$ cat config.mk
export PLATFORM = sky130hd
export DESIGN_NAME = tdm_mux81
export DESIGN_NICKNAME = d
export VERILOG_FILES = /design/src/rtl/tdm_mux81.sv
export SDC_FILE = /design/constraint.sdc
export NUM_CORES = 1
export LEC_CHECK = 0
export ABC_AREA = 1
export BUFFER_PORTS_ARGS = -buffer_cell sky130_fd_sc_hd__buf_2
export CAP_MARGIN = 10
export CORE_UTILIZATION = 35
export CTS_BUF_LIST = sky130_fd_sc_hd__clkbuf_4
export DETAILED_ROUTE_END_ITERATION = 12
export SKIP_LAST_GASP = 1
export SYNTH_ARGS = -nofsm -noshare
export SYNTH_HDL_FRONTEND = slang
export SYNTH_SLANG_ARGS = --single-unit
$ cat constraint.sdc
create_clock -name clk -period 1.71 [get_ports clk]
set_clock_uncertainty 0.15 [all_clocks]
set_input_delay 0.171 -clock clk [delete_from_list [all_inputs] [get_ports clk]]
set_output_delay 0.171 -clock clk [all_outputs]
set_load 0.02 [all_outputs]
$ cat src/rtl/tdm_mux81.sv
// Time-division 8-to-1 multiplexer: snapshots eight channel bits on start and
// serialises them slot by slot with the slot index driven alongside.
module tdm_mux81 #(
    parameter int HOLD = 1
) (
    input  logic clk,
    input  logic rst,
    input  logic d0,
    input  logic d1,
    input  logic d2,
    input  logic d3,
    input  logic d4,
    input  logic d5,
    input  logic d6,
    input  logic d7,
    input  logic start,
    input  logic cont,
    output logic out,
    output logic s0,
    output logic s1,
    output logic s2,
    output logic valid,
    output logic frame,
    output logic busy,
    output logic done
);

    typedef enum logic {IDLE, SEND} state_t;

    localparam logic [7:0] HOLD_LAST = 8'(HOLD - 1);

    state_t     state_q, state_d;
    logic [7:0] shadow_q, shadow_d;
    logic [2:0] slot_q, slot_d;
    logic [7:0] hold_q, hold_d;
    logic       out_q, out_d;
    logic [2:0] sel_q, sel_d;
    logic       valid_q, valid_d;
    logic       frame_q, frame_d;
    logic       busy_q, busy_d;
    logic       done_q, done_d;

    logic [7:0] din;
    logic [2:0] slot_inc;

    assign din      = {d7, d6, d5, d4, d3, d2, d1, d0};
    assign slot_inc = slot_q + 3'd1;

    // Output registers always describe the slot that is live after the edge,
    // so every branch computes the outputs for the next cycle's slot.
    always_comb begin
        state_d  = state_q;
        shadow_d = shadow_q;
        slot_d   = slot_q;
        hold_d   = hold_q;
        out_d    = 1'b0;
        sel_d    = 3'd0;
        valid_d  = 1'b0;
        frame_d  = 1'b0;
        busy_d   = 1'b0;
        done_d   = 1'b0;

        case (state_q)
            IDLE: begin
                // A start on the done cycle is dropped, not queued.
                if (start && !done_q) begin
                    state_d  = SEND;
                    shadow_d = din;
                    slot_d   = 3'd0;
                    hold_d   = 8'd0;
                    out_d    = din[0];
                    valid_d  = 1'b1;
                    frame_d  = 1'b1;
                    busy_d   = 1'b1;
                end
            end
            SEND: begin
                if (hold_q != HOLD_LAST) begin
                    hold_d  = hold_q + 8'd1;
                    out_d   = shadow_q[slot_q];
                    sel_d   = slot_q;
                    valid_d = 1'b1;
                    busy_d  = 1'b1;
                end else if (slot_q != 3'd7) begin
                    hold_d  = 8'd0;
                    slot_d  = slot_inc;
                    out_d   = shadow_q[slot_inc];
                    sel_d   = slot_inc;
                    valid_d = 1'b1;
                    busy_d  = 1'b1;
                end else if (cont) begin
                    hold_d   = 8'd0;
                    slot_d   = 3'd0;
                    shadow_d = din;
                    out_d    = din[0];
                    valid_d  = 1'b1;
                    frame_d  = 1'b1;
                    busy_d   = 1'b1;
                end else begin
                    hold_d  = 8'd0;
                    slot_d  = 3'd0;
                    state_d = IDLE;
                    done_d  = 1'b1;
                end
            end
            default: state_d = IDLE;
        endcase
    end

    always_ff @(posedge clk or posedge rst) begin
        if (rst) begin
            state_q  <= IDLE;
            shadow_q <= 8'd0;
            slot_q   <= 3'd0;
            hold_q   <= 8'd0;
            out_q    <= 1'b0;
            sel_q    <= 3'd0;
            valid_q  <= 1'b0;
            frame_q  <= 1'b0;
            busy_q   <= 1'b0;
            done_q   <= 1'b0;
        end else begin
            state_q  <= state_d;
            shadow_q <= shadow_d;
            slot_q   <= slot_d;
            hold_q   <= hold_d;
            out_q    <= out_d;
            sel_q    <= sel_d;
            valid_q  <= valid_d;
            frame_q  <= frame_d;
            busy_q   <= busy_d;
            done_q   <= done_d;
        end
    end

    assign out   = out_q;
    assign s0    = sel_q[0];
    assign s1    = sel_q[1];
    assign s2    = sel_q[2];
    assign valid = valid_q;
    assign frame = frame_q;
    assign busy  = busy_q;
    assign done  = done_q;

endmodule

Word level (Yosys, flattened, before mapping)
Cells that the tools add are included.
{ "word_totals": {"register_bits": 26, "wordCells": 56} }
{ "classes": {"n_mux": 34, "eq_ne": 5, "order_cmp": 2, "reduce_logical": 4, "add_sub_neg": 2, "n_bitwise": 1} }
{ "op_table": {"columns": ["operator", "count"], "rows": [
  ["8-bit 2-to-1 mux", 6],
  ["8-bit case mux with 2 select lines", 2],
  ["1-bit 2-to-1 mux", 16],
  ["3-bit 2-to-1 mux", 4],
  ["8-bit by 1-bit adder with 8-bit output (second input constant)", 1],
  ["3-bit by 4-bit < comparator with 1-bit output (second input constant)", 2],
  ["2-bit != test (second input constant)", 4],
  ["8-bit nonzero test", 1],
  ["1-bit binary-select mux with 3-bit select", 2],
  ["1-bit case mux with 2 select lines", 3],
  ["3-bit case mux with 2 select lines", 1],
  ["4-bit AND reduction", 1],
  ["3-bit by 1-bit adder with 3-bit output (second input constant)", 1],
  ["3-bit != test (second input constant)", 1],
  ["1-bit logical AND", 1],
  ["1-bit zero test", 1],
  ["1-bit inverter", 1]
]} }

Logic depth before layout (Yosys ltp)
Gate-level depths: netlist of run 1.
{ "logic_depth": {"depth_word": 6, "mapped_depth": 11} }

Worst setup path before layout of run 1
Ideal clock, no wire load.
{ "synth_timing": {"path_kind": "reg-to-reg", "from": "reg slot_q[0]", "to": "reg shadow_q[1]", "period_less_slack_ps": 1708, "setup_ps": 118, "required_ps": 1442, "path_stages_with_launch": 10, "t_arrival_ps": 1440, "path_slack_ps": 2, "cell_sequence": "dfrtp_1 -> ha_1 -> ha_1 -> nand2_1 -> inv_1 -> a31o_1 -> buf_6 -> buf_12 -> nand2_4 -> o21ai_2"} }
{ "synth_via": {"elab_chain_len": 3} }
{ "synth_lines": {"columns": ["item", "line_no", "rtl"], "rows": [
  ["start: declaration", "34", "logic [2:0] slot_q, slot_d;"],
  ["start signal: assignment", "125", "slot_q <= slot_d;"],
  ["3-bit != test", "84", "end else if (slot_q != 3'd7) begin"],
  ["2-bit != test (no source line)", null, null],
  ["4-bit AND reduction (no source line)", null, null],
  ["end signal: assignment", "124", "shadow_q <= shadow_d;"],
  ["end: declaration", "33", "logic [7:0] shadow_q, shadow_d;"]
]} }
No other way between the ends.
A chain may end at the register's enable or synchronous reset.

Worst setup path in the final report of run 1
{ "layout_timing": {"from": "reg slot_q[1]", "to": "reg shadow_q[2]"} }
Same word-level chain as after synthesis.

==> results of run 1 <==
[layer usage]
| layer | routed length, um | global-route usage [%] | up-vias |
|---|---|---|---|
| met5 | 0 | 0 | - |
| li1 | - | - | 645 |
| met4 | 22 | 6.25 | 0 |
| met3 | 105 | 2.07 | 2 |
| met2 | 1480 | 25.3 | 26 |
| met1 | 1670 | 23.0 | 589 |
[final timing paths]
check	from	to	slack [ns]	depth (start not counted)
setup / recovery	slot_q[1]	shadow_q[2]	0.05	8
hold / removal	start	out	0.08	5
setup reg to reg	slot_q[1]	shadow_q[2]	0.05	8
hold reg to reg	shadow_q[1]	shadow_q[1]	0.40	2
max in group asynchronous	rst	hold_q[3]	0.89	4
min in group asynchronous	rst	sel_q[1]	0.27	4
[placed cells by master, fill, tap and decap left out, types with 3 or more instances in the layout]
master,netlist,routed
nand2_1,44,42
dfrtp_1,26,26
inv_1,26,23
buf_2,2,19
buf_4,1,18
nor2_1,12,11
nand3_1,10,10
dlygate4sd3_1,0,10
o21ai_0,10,9
o21ai_2,8,8
o22ai_1,5,5
xor2_1,4,4
nand2_2,1,3
a21oi_1,4,3
clkbuf_4,0,3
[per-stage QoR]
step           area (um2)  hold WS (ns)  power, W  util [%]
2_1_floorplan        1430        0.0610   0.00188         -
3_3_place_gp         1640        0.0956   0.00219      43.2
3_5_place_dp         1640        0.0992   0.00221      43.2
4_1_cts              1770        0.0652   0.00250      46.5
5_1_grt              1900         0.104   0.00298      50.0
6_report             1900        0.0770   0.00272      50.0
[area by class of cell]
type                    count  share of cell area [%]
clock buffers               3                    1.19
repair buffers             50                    20.4
inverters                  26                    5.34
flip-flops and latches     26                    34.3
well taps                  48                    3.16
multi-input cells         115                    35.7
[cells by family (layout without fill, tap and decap cells)]
kind of cell    count (synthesis)  count (layout)
fa+ha+maj                       4               4
compound gates                 32              32
simple gates                   75              75
flops                          26              26
xor+xnor                        4               4
buf+inv                        32              79
[power groups by stage]
| stage | Sequential [W] | Clock, W | Combinational [W] |
|---|---|---|---|
| final | 0.000935 | 0.000268 | 0.00152 |
| after global routing | 0.000964 | 0.000305 | 0.00172 |
| after CTS | 0.000913 | 0.000274 | 0.00131 |
| after detailed placement | 0.000925 | 0 | 0.00129 |
| after global placement | 0.000921 | 0 | 0.00126 |
| after floorplan | 0.000994 | 0 | 0.000885 |
[sequential cells by signal, indices dropped and copies added (netlist names)]
signal and cells:
sel_q 3, done 1, busy 1, slot_q 3, out 1, shadow_q 8
hold_q 8, frame 1
[what timing repair did]
item	CTS	global route
hold endpoints to repair	37	0
hold buffers	10	0
buffers inserted	0	7
setup endpoints to repair	0	11
gates resized for setup	0	14
[critical path, cell delays in order (launching register included)]
cell and delay, ns:
dfrtp_1 0.45, ha_4 0.18, ha_2 0.17, nand2_1 0.06, inv_1 0.05, a31o_4 0.25, buf_12 0.14, nand2_1 0.07
o21ai_2 0.06
==> out/results.ini, run 1 <==
[synth]
synth_top_family_by_area = simple AND/OR/NAND/NOR gates
async_flop_share_pct = 100
ys_types = 28
yosysWarnings = 0
synth_xor_area_share_pct = 2.45
syn-num-nets = 189
muxShareOfSynthArea_pct = 0
synthAdderAreaFrac_pct = 3.50
synth_compound_area_share_pct = 14.6
synth_edf_count = 0
syn-mean-instance-area_um2 = 8.27
synthTopCellsByCount = nand2_1 (44), dfrtp_1 (26), inv_1 (26)
synthTopCellsByArea = dfrtp_1 (45%), nand2_1 (12%), inv_1 (6.8%)
netlist_area_mm2 = 0.00143
synthCells = 173
yosys.area_share.simple_pct = 23.4
synth-seq-cells = 26
yosysTopAreaCell = dfrtp_1
yosysMostFrequentCell = nand2_1
yosysSeqAreaShare_pct = 45.5
ys.flop_type = dfrtp_1
synth_top_area_share_pct = 45.5

[cts]
clock-sinks = 26
htreeDepth = 1
clkLatencyLatePin_ns = 0.32
cts_tree = yes
cts_buffer_depth = 2
cts.clk_slew.worst_paths_ns = 0.14
cts_buffers = 3
clockRootBuffer = clkbuf_4

[floorplan]
core_area_mm2 = 0.00380
rows = 22
start_util_pct = 37.6
die_area_mm2 = 0.00435
pin_count = 20
die_h_um = 65.9
die_w_um = 65.9

[detailed_routing]
ant_nets = 0
drt-pass1-iter-count = 4
route.detailed.drc = 0
wl_per_cell_um = 12.2
drt-total-wl_mm = 3.28
vias_per_cell = 4.71
vias = 1262
drt_iter0_markers = 52

[sta]
fin_crit_ns = 1.66
tightest_slew_ns = 0.334
finalCritPeriodShare_pct = 97.3
layout_setup_ws_ns = 0.0468
finalHoldViolCount = 0
fin_setup_tns_ns = 0
slew_headroom_pct = 77.7
setup_viol = 0
maxSlewViolCount = 0
fmax_mhz = 601

[place]
gp_congestion = 0.863
pre_cts_slack_ns = 0.0329
portBuffers = 19
placedCellCount = 247
dp_hpwl_mm = 2.24

[final_layout]
nFillCells = 360
n_antenna_cell = 0
area_growth_pct = 32.7
seq_area_um2 = 651
layoutNonFillerInstCount = 268
drive_above_1_share_pct = 30.5
multi_input_area_um2 = 677
layout.nets = 238

[global_routing]
grt_pass1_vias = 1189
grt_pass1_wl_mm = 5.40
overflow = 0
grt_max_degree = 27
antenna_found_initial = 0
grt_usage_pct = 16.4

[outcome]
status = completed

[power]
p_seq_share_pct = 34.3
power_frac_comb_pct = 55.8
switching_share_pct = 42.3
p_per_area_mw_per_mm2 = 1430
leakage_nw = 0.975
clkPwrFrac_pct = 9.8
cellInternalPower_w = 0.00157
vdd_drop_max_mv = 0.527
switchingPower_w = 0.00115

[critical_path]
worstPathArrival_ns = 1.74
worstPathMaxFanout = 8
cp-end-kind = flop
start_kind = flop
required_ns = 1.79
crit_type = reg2reg

[job]
cap_violations = 0

[hold_path]
hold_path_class = in2reg

Power figures use the tool's default switching activity.
==> run 2, diff against run 1 <==
--- a/config.mk
+++ b/config.mk
@@ -6,11 +6,11 @@
 export NUM_CORES = 1
 export LEC_CHECK = 0
 export ABC_AREA = 1
-export BUFFER_PORTS_ARGS = -buffer_cell sky130_fd_sc_hd__buf_2
 export CAP_MARGIN = 10
-export CORE_UTILIZATION = 35
+export CORE_UTILIZATION = 47
 export CTS_BUF_LIST = sky130_fd_sc_hd__clkbuf_4
 export DETAILED_ROUTE_END_ITERATION = 12
+export DONT_BUFFER_PORTS = 1
 export SKIP_LAST_GASP = 1
 export SYNTH_ARGS = -nofsm -noshare
 export SYNTH_HDL_FRONTEND = slang
==> out/results.ini, run 2 (synthesis gave the netlist of run 1 again) <==
[global_routing]
grt_pass1_vias = 1146  ; -3.6%
overflow = 0  ; unchanged
grt_max_degree = 18  ; -33%
grt_usage_pct = 20.1  ; +3.7 points
grt_pass1_wl_mm = 5.08  ; -5.9%
antenna_found_initial = 0  ; unchanged

[sta]
tightest_slew_ns = 0.412  ; +0.0772 ns
setup_viol = 0  ; unchanged
fin_crit_ns = 1.63  ; -0.0377 ns
slew_headroom_pct = 72.5  ; -5.2 points
finalCritPeriodShare_pct = 95.1  ; -2.2 points
fmax_mhz = 615  ; +2.3%
maxSlewViolCount = 0  ; unchanged
finalHoldViolCount = 0  ; unchanged
layout_setup_ws_ns = 0.0845  ; +0.0377 ns

[detailed_routing]
drt_iter0_markers = 37  ; -29%
ant_nets = 0  ; unchanged
drt-pass1-iter-count = 8  ; +4
route.detailed.drc = 2  ; +2
drt-total-wl_mm = 2.93  ; -10%
vias_per_cell = 5.29  ; +12%
vias = 1185  ; -6.1%
wl_per_cell_um = 13.1  ; +7.1%

[power]
p_seq_share_pct = 40.1  ; +5.8 points
switchingPower_w = 0.00108  ; -6.6%
p_per_area_mw_per_mm2 = 1480  ; +3.0%
switching_share_pct = 42.7  ; +0.35 points
power_frac_comb_pct = 50.0  ; -5.8 points
vdd_drop_max_mv = 0.796  ; +51%
clkPwrFrac_pct = 9.9  ; about the same
leakage_nw = 0.858  ; -12%
cellInternalPower_w = 0.00145  ; -7.9%

[hold_path]
hold_path_class = in2reg
worstHoldStart = d0
hold_path_end = out
worstHoldPathCells = 6  ; +1

[final_layout]
utilization_pct = 60.3  ; +10 points
n_antenna_cell = 0  ; unchanged
layoutNonFillerInstCount = 224  ; -16%
largestRegisters = hold_q x8, shadow_q x8
layout.nets = 211  ; -11%
area_growth_pct = 19.3
mostFrequentLayoutCell = nand2_1
nFillCells = 259  ; -28%
layout_common_cells = nand2_1 (44), inv_1 (25), dfrtp_1 (25), nor2_1 (12), dlygate4sd3_1 (11)
drive_above_1_share_pct = 17.6  ; -13 points

[cts]
htreeDepth = 1  ; unchanged
cts_tree = yes
cts_buffers = 3  ; unchanged
cts_buffer_depth = 2  ; unchanged
clkLatencyLatePin_ns = 0.31  ; about the same
clock-sinks = 26  ; unchanged
clockRootBuffer = clkbuf_4
cts.clk_slew.worst_paths_ns = 0.13  ; about the same

[critical_path]
path_buf_inv = 2  ; unchanged
cp-end-kind = flop
worstPathArrival_ns = 1.70  ; -0.04 ns
start_kind = flop
worst-r2r-cell-count = 8  ; unchanged
rr_endpoint = shadow_q[6]
crit_type = reg2reg
startpoint = slot_q[0]
cp_top_family = flip-flops
crit_path_frequent_cell = nand2_1
worstPathMaxFanout = 9  ; +1
cp_slowest_cell = dfrtp_1
r2r_setup_slack_ns = 0.08  ; +0.04 ns
required_ns = 1.78  ; about the same
regToRegStartpoint = slot_q[0]
cpPeakStageDelay_ns = 0.44  ; about the same
crit_chain = ha_4 > ha_2 > nand2_1 > inv_1 > a31o_4 > buf_12 > nand2_1 > o21ai_2

[floorplan]
die_h_um = 57.2  ; -13%
core_area_mm2 = 0.00283  ; -26%
start_util_pct = 50.6  ; +13 points
pin_count = 20  ; unchanged
rows = 19  ; -14%
die_area_mm2 = 0.00327  ; -25%
die_w_um = 57.2  ; -13%

[outcome]
violations = DRC
status = finished with violations

[place]
gp_congestion = 0.790  ; -8.5%
portBuffers = 0  ; -19
placedCellCount = 208  ; -16%
dp_hpwl_mm = 2.01  ; -10%
pre_cts_slack_ns = 0.0591  ; +0.0263 ns

[job]
cap_violations = 0  ; unchanged

==> run 2: how the worst max path moves through the flow <==
| stage | endpoint | slack, ns | cells past startpoint |
|---|---|---|---|
| 3_5_place_dp | shadow_q[0] | 0.06 | 8 |
| 5_1_grt | out | -0.02 | 9 |
| 2_1_floorplan | shadow_q[1] | 0.002 | 9 |
| 3_3_place_gp | shadow_q[7] | 0.09 | 8 |
| 6_report | shadow_q[6] | 0.08 | 8 |
| 4_1_cts | shadow_q[0] | 0.04 | 8 |
==> run 2: power groups by stage <==
| stage | Combinational, W | Clock (W) | Sequential (W) |
|---|---|---|---|
| 2_1_floorplan | 0.000885 | 0 | 0.000994 |
| 5_1_grt | 0.00144 | 0.000285 | 0.00103 |
| 3_3_place_gp | 0.00109 | 0 | 0.00100 |
| 4_1_cts | 0.00114 | 0.000270 | 0.000990 |
| 6_report | 0.00126 | 0.000249 | 0.00101 |
| 3_5_place_dp | 0.00111 | 0 | 0.00100 |
==> run 2: cell type report <==
type | instances | area (um2) | share of cell area [%]
flip-flops and latches | 26 | 652 | 38.2
well taps | 31 | 38.8 | 2.27
clock buffers | 3 | 22.5 | 1.32
repair buffers | 23 | 234 | 13.7
inverters | 26 | 101 | 5.94
multi-input cells | 115 | 658 | 38.6
==> run 2: worst reg2reg max path: stages, from the launching register on <==
cell and delay, ns:
dfrtp_1 0.44, ha_4 0.17, ha_2 0.16, nand2_1 0.05, inv_1 0.05, a31o_4 0.24
buf_12 0.14, nand2_1 0.07, o21ai_2 0.05
==> run 2: through the flow <==
step                      power, W  hold WS, ns  area (um2)  TNS [ns]
after floorplan            0.00188       0.0610        1430         0
after global placement     0.00209      -0.0856        1500         0
after detailed placement   0.00211      -0.0705        1500         0
after CTS                  0.00240      0.00692        1640         0
after global routing       0.00276       0.0683        1710   -0.0237
final                      0.00252       0.0234        1710         0
==> run 2: repair_timing <==
item,4_1_cts,5_1_grt
resized for setup,0,9
setup buffers,0,1
endpoints found under the hold margin,37,0
hold buffers,11,0
setup endpoints to repair,0,11
==> run 2: metal layers <==
layer | global-route usage, % | routed length (um) | up-vias
met3 | 2.95 | 141 | 4
li1 | - | - | 591
met4 | 8.01 | 30 | 0
met2 | 29.7 | 1290 | 33
met1 | 29.6 | 1470 | 557
met5 | 0 | 0 | -
